===== src/rtl/uart_rom_loader.sv =====
// UART boot loader: receives an A5|LEN|data frame and writes words into the instruction ROM.
// Optional trailing checksum byte when LOADER_CHECKSUM_EN is defined.
module uart_rom_loader #(
    parameter int CLK_FREQ  = 50_000_000,
    parameter int BAUD      = 115_200,
    parameter int ROM_DEPTH = 4096
) (
    input  logic        clk,
    input  logic        rst,
    input  logic        uart_rx_i,
    output logic        wen_o,
    output logic [31:0] w_addr_o,
    output logic [31:0] w_data_o,
    output logic        cpu_hold_o,
    output logic        busy_o,
    output logic        done_o,
    output logic        err_o
);
    localparam int CPB  = CLK_FREQ / BAUD;
    localparam int HALF = CPB / 2;
    localparam int CW   = $clog2(CPB);

    typedef enum logic [1:0] {RX_IDLE, RX_START, RX_DATA, RX_STOP} rx_state_t;
    typedef enum logic [2:0] {
        S_HDR, S_LEN_LO, S_LEN_HI, S_DATA,
`ifdef LOADER_CHECKSUM_EN
        S_CHK,
`endif
        S_DONE, S_ERR
    } state_t;

    rx_state_t   rx_st;
    logic        rx_meta, rx_s, rx_prev;
    logic [CW-1:0] cnt;
    logic [2:0]  bit_idx;
    logic [7:0]  shreg;
    logic [7:0]  rx_byte;
    logic        byte_vld;
    logic        frame_err;

    // Receiver: sync, mid-bit sampling, one-cycle byte_vld / frame_err pulses.
    always_ff @(posedge clk) begin
        if (!rst) begin
            rx_meta   <= 1'b1;
            rx_s      <= 1'b1;
            rx_prev   <= 1'b1;
            rx_st     <= RX_IDLE;
            cnt       <= '0;
            bit_idx   <= '0;
            shreg     <= '0;
            rx_byte   <= '0;
            byte_vld  <= 1'b0;
            frame_err <= 1'b0;
        end else begin
            rx_meta   <= uart_rx_i;
            rx_s      <= rx_meta;
            rx_prev   <= rx_s;
            byte_vld  <= 1'b0;
            frame_err <= 1'b0;
            case (rx_st)
                RX_IDLE: begin
                    if (rx_prev && !rx_s) begin
                        cnt   <= '0;
                        rx_st <= RX_START;
                    end
                end
                RX_START: begin
                    if (cnt == CW'(HALF - 1)) begin
                        cnt     <= '0;
                        bit_idx <= '0;
                        rx_st   <= rx_s ? RX_IDLE : RX_DATA;
                    end else begin
                        cnt <= cnt + 1'b1;
                    end
                end
                RX_DATA: begin
                    if (cnt == CW'(CPB - 1)) begin
                        cnt     <= '0;
                        shreg   <= {rx_s, shreg[7:1]};
                        bit_idx <= bit_idx + 1'b1;
                        if (bit_idx == 3'd7) rx_st <= RX_STOP;
                    end else begin
                        cnt <= cnt + 1'b1;
                    end
                end
                default: begin
                    if (cnt == CW'(CPB - 1)) begin
                        cnt   <= '0;
                        rx_st <= RX_IDLE;
                        if (rx_s) begin
                            byte_vld <= 1'b1;
                            rx_byte  <= shreg;
                        end else begin
                            frame_err <= 1'b1;
                        end
                    end else begin
                        cnt <= cnt + 1'b1;
                    end
                end
            endcase
        end
    end

    state_t      st;
    logic [15:0] len;
    logic [15:0] word_idx;
    logic [1:0]  byte_idx;
    logic [23:0] word_buf;
    logic [15:0] len_in;
`ifdef LOADER_CHECKSUM_EN
    logic [7:0]  sum8;
`endif

    assign len_in = {rx_byte, len[7:0]};

    always_ff @(posedge clk) begin
        if (!rst) begin
            st         <= S_HDR;
            len        <= '0;
            word_idx   <= '0;
            byte_idx   <= '0;
            word_buf   <= '0;
            wen_o      <= 1'b0;
            w_addr_o   <= '0;
            w_data_o   <= '0;
            cpu_hold_o <= 1'b1;
            busy_o     <= 1'b0;
            done_o     <= 1'b0;
            err_o      <= 1'b0;
`ifdef LOADER_CHECKSUM_EN
            sum8       <= '0;
`endif
        end else begin
            wen_o <= 1'b0;
            if (frame_err && st != S_DONE && st != S_ERR) begin
                st     <= S_ERR;
                err_o  <= 1'b1;
                busy_o <= 1'b0;
            end else begin
                case (st)
                    S_HDR: begin
                        if (byte_vld && rx_byte == 8'hA5) begin
                            st     <= S_LEN_LO;
                            busy_o <= 1'b1;
`ifdef LOADER_CHECKSUM_EN
                            sum8   <= '0;
`endif
                        end
                    end
                    S_LEN_LO: begin
                        if (byte_vld) begin
                            len[7:0] <= rx_byte;
                            st       <= S_LEN_HI;
                        end
                    end
                    S_LEN_HI: begin
                        if (byte_vld) begin
                            len[15:8] <= rx_byte;
                            word_idx  <= '0;
                            byte_idx  <= '0;
                            if (len_in == 16'd0) begin
`ifdef LOADER_CHECKSUM_EN
                                st <= S_CHK;
`else
                                st         <= S_DONE;
                                done_o     <= 1'b1;
                                cpu_hold_o <= 1'b0;
                                busy_o     <= 1'b0;
`endif
                            end else if (32'(len_in) > 32'(ROM_DEPTH)) begin
                                st     <= S_ERR;
                                err_o  <= 1'b1;
                                busy_o <= 1'b0;
                            end else begin
                                st <= S_DATA;
                            end
                        end
                    end
                    S_DATA: begin
                        if (byte_vld) begin
                            byte_idx <= byte_idx + 1'b1;
`ifdef LOADER_CHECKSUM_EN
                            sum8     <= sum8 + rx_byte;
`endif
                            if (byte_idx == 2'd3) begin
                                wen_o    <= 1'b1;
                                w_addr_o <= {14'd0, word_idx, 2'b00};
                                w_data_o <= {rx_byte, word_buf};
                                word_idx <= word_idx + 1'b1;
                            end else begin
                                word_buf <= {rx_byte, word_buf[23:8]};
                            end
                        end else if (wen_o && word_idx == len) begin
                            // Finish one cycle after the last write strobe.
`ifdef LOADER_CHECKSUM_EN
                            st <= S_CHK;
`else
                            st         <= S_DONE;
                            done_o     <= 1'b1;
                            cpu_hold_o <= 1'b0;
                            busy_o     <= 1'b0;
`endif
                        end
                    end
`ifdef LOADER_CHECKSUM_EN
                    S_CHK: begin
                        if (byte_vld) begin
                            busy_o <= 1'b0;
                            if (rx_byte == sum8) begin
                                st         <= S_DONE;
                                done_o     <= 1'b1;
                                cpu_hold_o <= 1'b0;
                            end else begin
                                st    <= S_ERR;
                                err_o <= 1'b1;
                            end
                        end
                    end
`endif
                    default: ;
                endcase
            end
        end
    end

endmodule


===== config.mk =====
export PLATFORM = sky130hd
export DESIGN_NAME = uart_rom_loader
export DESIGN_NICKNAME = d
export VERILOG_FILES = /design/src/rtl/uart_rom_loader.sv
export SDC_FILE = /design/constraint.sdc
export NUM_CORES = 1
export LEC_CHECK = 0
export ABC_AREA = 1
export BUFFER_PORTS_ARGS = -buffer_cell sky130_fd_sc_hd__buf_4
export CAP_MARGIN = 30
export CORE_MARGIN = 5
export CORE_UTILIZATION = 45
export DETAILED_ROUTE_END_ITERATION = 7
export PLACE_DENSITY_LB_ADDON = 0.15
export SETUP_SLACK_MARGIN = 0.02
export SLEW_MARGIN = 20
export SYNTH_ARGS = -nofsm -noshare
export SYNTH_HDL_FRONTEND = slang
export SYNTH_SLANG_ARGS = --single-unit

===== constraint.sdc =====
create_clock -name clk -period 1.8 [get_ports clk]
set_input_delay 0.18 -clock clk [delete_from_list [all_inputs] [get_ports clk]]
set_output_delay 0.18 -clock clk [all_outputs]
set_load 0.02 [all_outputs]

* After elaboration in Yosys (flattened, before gate mapping)
Index checks and enable logic that the tools add are counted.
Word-level totals: output and inout port bits 69, input bits 3, flip-flop bits (word level) 149, logic and storage cells 158
Operators by class: eq/ne operators 32, bitwise gates (word level) 7, mux-type cells 53, $add $sub $neg 4, order comparisons 1, reduce and logical (&&, ||, !) cells 37
Operators by type and width (count):
- 16-bit two-way mux | 3
- 16-bit case mux with 2 select lines | 1
- 3-bit two-way mux | 10
- 9-bit two-way mux | 3
- 2-bit inequality test (second input constant) | 13
- 3-bit inequality test (second input constant) | 8
- 6-bit AND reduction | 4
- 1-bit two-way mux | 20
- 9-bit case mux with 2 select lines | 1
- 16-bit by 1-bit adder with 16-bit output (second input constant) | 1
- 16-bit == test | 1
- 16-bit by 13-bit > comparator with 1-bit output (second input constant) | 1
- 16-bit zero test | 1
- 2-bit two-way mux | 8
- 4-bit AND reduction | 4
- 3-bit case mux with 4 select lines | 1
- 3-bit AND reduction | 4
- 5-bit AND reduction | 2
- 2-bit nonzero test | 5
- 9-bit by 1-bit adder with 9-bit output (second input constant) | 1
- 9-bit by 8-bit == test with 1-bit output (second input constant) | 1
- 9-bit == test (second input constant) | 1
- 8-bit == test (second input constant) | 1
- 1-bit inverter | 7
- other kinds (24) | 32

* Logic depth before layout (Yosys ltp)
depth after elaboration 6, gate-level depth with buffers 12, gate-level depth less buffers 12

* Least setup slack after synthesis
No wires, ideal clock.
kind reg2reg, start point register cnt[1], end point register rx_byte[7], cell stages (with the launch flop) 9, library setup time 142 ps, arrival time 1418 ps, data required time 1658 ps, buffers on the path 2, clock period less this slack 1560 ps, slack 240 ps, path through dfxtp_1 > inv_1 > ha_1 > nand4_2 > or3_1 > buf_2 > buf_6 > nor2_1 > a211oi_2
Between the ends: cells in the longest elaborated chain, start to end 2
Ends and longest elaborated chain:
- from (decl) | RTL line 34 | logic [CW-1:0] cnt;
- from (signal assigned) | RTL line 73 | cnt <= cnt + 1'b1;
- from (signal assigned) | RTL line 83 | cnt <= cnt + 1'b1;
- from (signal assigned) | RTL line 97 | cnt <= cnt + 1'b1;
- 9-bit == test | RTL line 87 | if (cnt == CW'(CPB - 1)) begin
- 3-bit AND reduction (no line)
- to (signal assigned) | RTL line 92 | rx_byte <= shreg;
- to (decl) | RTL line 37 | logic [7:0] rx_byte;
Every way passes these cells. A chain may end at the register's enable or synchronous reset.

* Worst setup path after layout
start point register st[2], end point register w_addr_o[8]
Between the ends: cells in the longest elaborated chain, start to end 5, elaborated cells on any way between the ends 7, those cells by class 3 x eq/ne; 1 x bitwise; 3 x reduce/logical
Ends and longest elaborated chain:
- from (decl) | RTL line 104 | state_t st;
- from (signal assigned) | RTL line 118 | st <= S_HDR;
- from (signal assigned) | RTL line 136 | st <= S_ERR;
- from (signal assigned) | RTL line 143 | st <= S_LEN_LO;
- 3-bit inequality test | RTL line 135 | if (frame_err && st != S_DONE && st != S_ERR) begin
- 1-bit logical AND (2 in series) | RTL line 135
- 1-bit inverter (no line)
- 4-bit AND reduction (no line) *
- to (signal assigned) | RTL line 187 | w_addr_o <= {14'd0, word_idx, 2'b00};
- to (decl) | RTL line 12 | output logic [31:0] w_addr_o,
Mark *: on every way between the ends. The rest lies on a longest branch, timed or not.

==> flow_summary.yaml <==
synth:
  synth-compound-area-share: 0.179
  synth-simple-area-share: 0.229
  syn-cell-area_um2: 6230
  synth_most_common_cell: "nor2_1"
  syn_inst: 815
  avgSynthCellArea_um2: 7.65
  yosysWarningCount: 0
  synth_common_cells: "nor2_1 (154), dfxtp_1 (149), o21ai_0 (105), nand2_1 (90), a21oi_1 (79)"
  synth_xor_area_frac: 0.00843
  synth.area.mux_share: 0
  synth_top_area_frac: 0.479
  yosys.area.top_type: "dfxtp_1"
  async_flop_share: 0
  synth_top_family_by_area: "simple AND/OR/NAND/NOR gates"
  yosys.cell_types.count: 41
  synthTopCellsByArea: "dfxtp_1 (48%), nor2_1 (9.3%), o21ai_0 (8.4%)"
  synth-seq-area-share: 0.479
  synthAdderAreaFrac: 0.0141
  ys_ff_latch: 149
  synth_edf_count: 0
  synth_ff_type: "dfxtp_1"
timing:
  timing.fmax_mhz: 619
  timing.final.ws_setup_ns: 0.184
  finalMaxSlewViolations: 0
  setup_viol: 0
  slew_headroom: 0.657
  period_minus_slack_ns: 1.62
  finalHoldViolCount: 0
  finalCritPeriodShare: 0.898
  setup-tns-final_ns: 0
  rsz0062_at_grt: "no"
  finalClockSkew_ns: 0.00795
  worst_pin_slew_ns: 0.514
finish:
  antenna_cells: 0
  area_growth_pct: 21.7
  fin_nets: 898
  drive_gt1_frac: 0.172
clocking:
  cts_sinks: 149
  clk_latency_ns: 0.42
  clkTransAtPathRegs_ns: 0.06
  numCtsBuffers: 17
  cts-root-buf: "clkbuf_16"
  cts_max_level: 4
  cts.path.max_buffers: 2
  cts_tree: "built"
critical_path:
  required_ns: 2.15
  r2r_slack_ns: 0.18
  crit_chain: "inv_2, nand2_1, nor3_2, inv_2, nor2_4, nand2_2, inv_4, buf_12, o21ai_0, a21oi_1"
  path_buf_inv: 4
  critical_path_class: "register to register"
  r2r_start: "st[2]"
  critPathCaptureType: "register"
  critPathMaxFanout: 20
  start_kind: "register"
  cpPeakStageDelay_ns: 0.37
  cpMaxStageDelayCell: "dfxtp_2"
  r2r_end: "w_addr_o[8]"
  crit_family: "simple AND/OR/NAND/NOR gates"
  rr_worst_depth: 10
  cp.arrival_ns: 1.96
  cpMostUsedCell: "inv_2"
floorplanning:
  die_h_um: 128
  row_count: 43
  die_area_um2: 16300
  dieWidth_um: 128
  start_util: 0.454
  core_um2: 13700
  ios: 72
outcome:
  status: "finished clean"
routing:
  dr_total_vias: 5456
  drt-initial-drc-count: 388
  wire_per_inst_um: 13.9
  drc: 0
  first_pass_iters: 5
  finalWirelength_mm: 15.0
  viasPerCell: 5.05
  ant_nets: 0
power_and_ir_drop:
  vdd.ir_drop.worst_v: 0.000689
  powerDensity_nw_per_um2: 1040
  power_leakage_nw: 3.21
worst_hold_path:
  min_to: "word_idx[14]"
  hold_depth: 3
  hold_path.class: "input pin to register"
  min_from: "rst"
placement:
  dpl_worst_slack_ns: 0.0865
  numPortBuffers: 55
  gp_congestion: 0.867
  dp_hpwl_mm: 10.5
global_route:
  grt_overflow_total: 0
  grt_pass1_vias: 5212
  grt_max_degree: 104
  grt_first_pass_wirelength_mm: 25.0
  grt_antenna_before_repair: 0
  track_usage: 0.187
job:
  max_cap_violations: 0
metrics by stage:
step                utilization  power (mW)  cells  area [um^2]  hold slack [ns]
global placement          0.504        4.23   1046         6910            0.372
CTS                       0.549        7.91   1079         7530            0.210
finish                    0.553        7.86   1081         7580            0.230
floorplan                     -        4.05    830         6290            0.287
detailed placement        0.504        4.24   1046         6910            0.377
global route              0.553        8.16   1081         7580            0.233
state kept, by name (all words and copies together), names as in the netlist, 2 cells and up:
name	count
w_data_o	32
word_buf	24
len	16
w_addr_o	16
word_idx	16
cnt	9
rx_byte	8
shreg	8
bit_idx	3
st	3
byte_idx	2
rx_st	2
area by class of cell:
class                      instances  area [um^2]
fill                            1296         6140
sequential                       149         2990
multi-input combinational        555         2740
timing repair buffer              88          722
clock buffer                      20          447
inverter                          77          292
tap                              180          225
clock inverter                    12          168
how the worst max path moves through the flow:
stage | to | slack, ns | cells after the start | startpoint
3_3_place_gp | w_addr_o[8] | 0.08 | 10 | st[2]
4_1_cts | w_addr_o[8] | 0.07 | 10 | st[2]
6_report | w_addr_o[8] | 0.18 | 10 | st[2]
2_1_floorplan | rx_byte[7] | 0.24 | 8 | cnt[1]
3_5_place_dp | w_addr_o[8] | 0.09 | 10 | st[2]
5_1_grt | w_addr_o[8] | 0.02 | 10 | st[2]
where the power goes:
group / internal (mW) / switching, mW / total [mW]
combinational: 0.251 / 0.505 / 0.756
sequential: 3.37 / 0.0589 / 3.43
clock: 2.24 / 1.43 / 3.67
layer usage:
layer,routed length [um],track usage
met1,6980,0.244
met2,7210,0.306
met3,598,0.0413
met4,246,0.0699
met5,0,0
cell usage in the layout (no fill, tap or decap), drive strengths merged:
master	instances
and3	2
o21a	1
a21oi	80
a211oi	11
nor3b	2
buf	86
clkinv	5
inv	80
nand2	94
bufinv	3
ha	7
xor2	3
nor2	161
o21ai	107
nor3	20
a31oi	2
o31ai	1
or3	1
dfxtp	149
clkbuf	21
nand4	13
nand3	24
conb	16
dlygate4sd3	1
o22ai	1
nor4	2
clkinvlp	1
or2	3
xnor2	3
a221oi	1
worst register-to-register path: stages (launching register included):
cell,delay [ns]
dfxtp_2,0.37
inv_2,0.05
nand2_1,0.09
nor3_2,0.14
inv_2,0.08
nor2_4,0.11
nand2_2,0.11
inv_4,0.13
buf_12,0.16
o21ai_0,0.12
a21oi_1,0.18
kinds of logic after synthesis:
logic type | count (synthesis)
AO/OA/AOI/OAI | 204
XOR/XNOR | 6
adder cells (fa/ha/maj) | 7
buffers and inverters | 126
flip-flops | 149
other | 1
AND/OR/NAND/NOR | 322
timing repair:
action | in CTS | in global routing
setup buffers | 0 | 1
gates resized for setup | 0 | 8
endpoints found under the hold margin | 1 | 0
hold buffers | 1 | 0
endpoints found under the setup margin | 0 | 30
(Power assumes the default switching activity.)
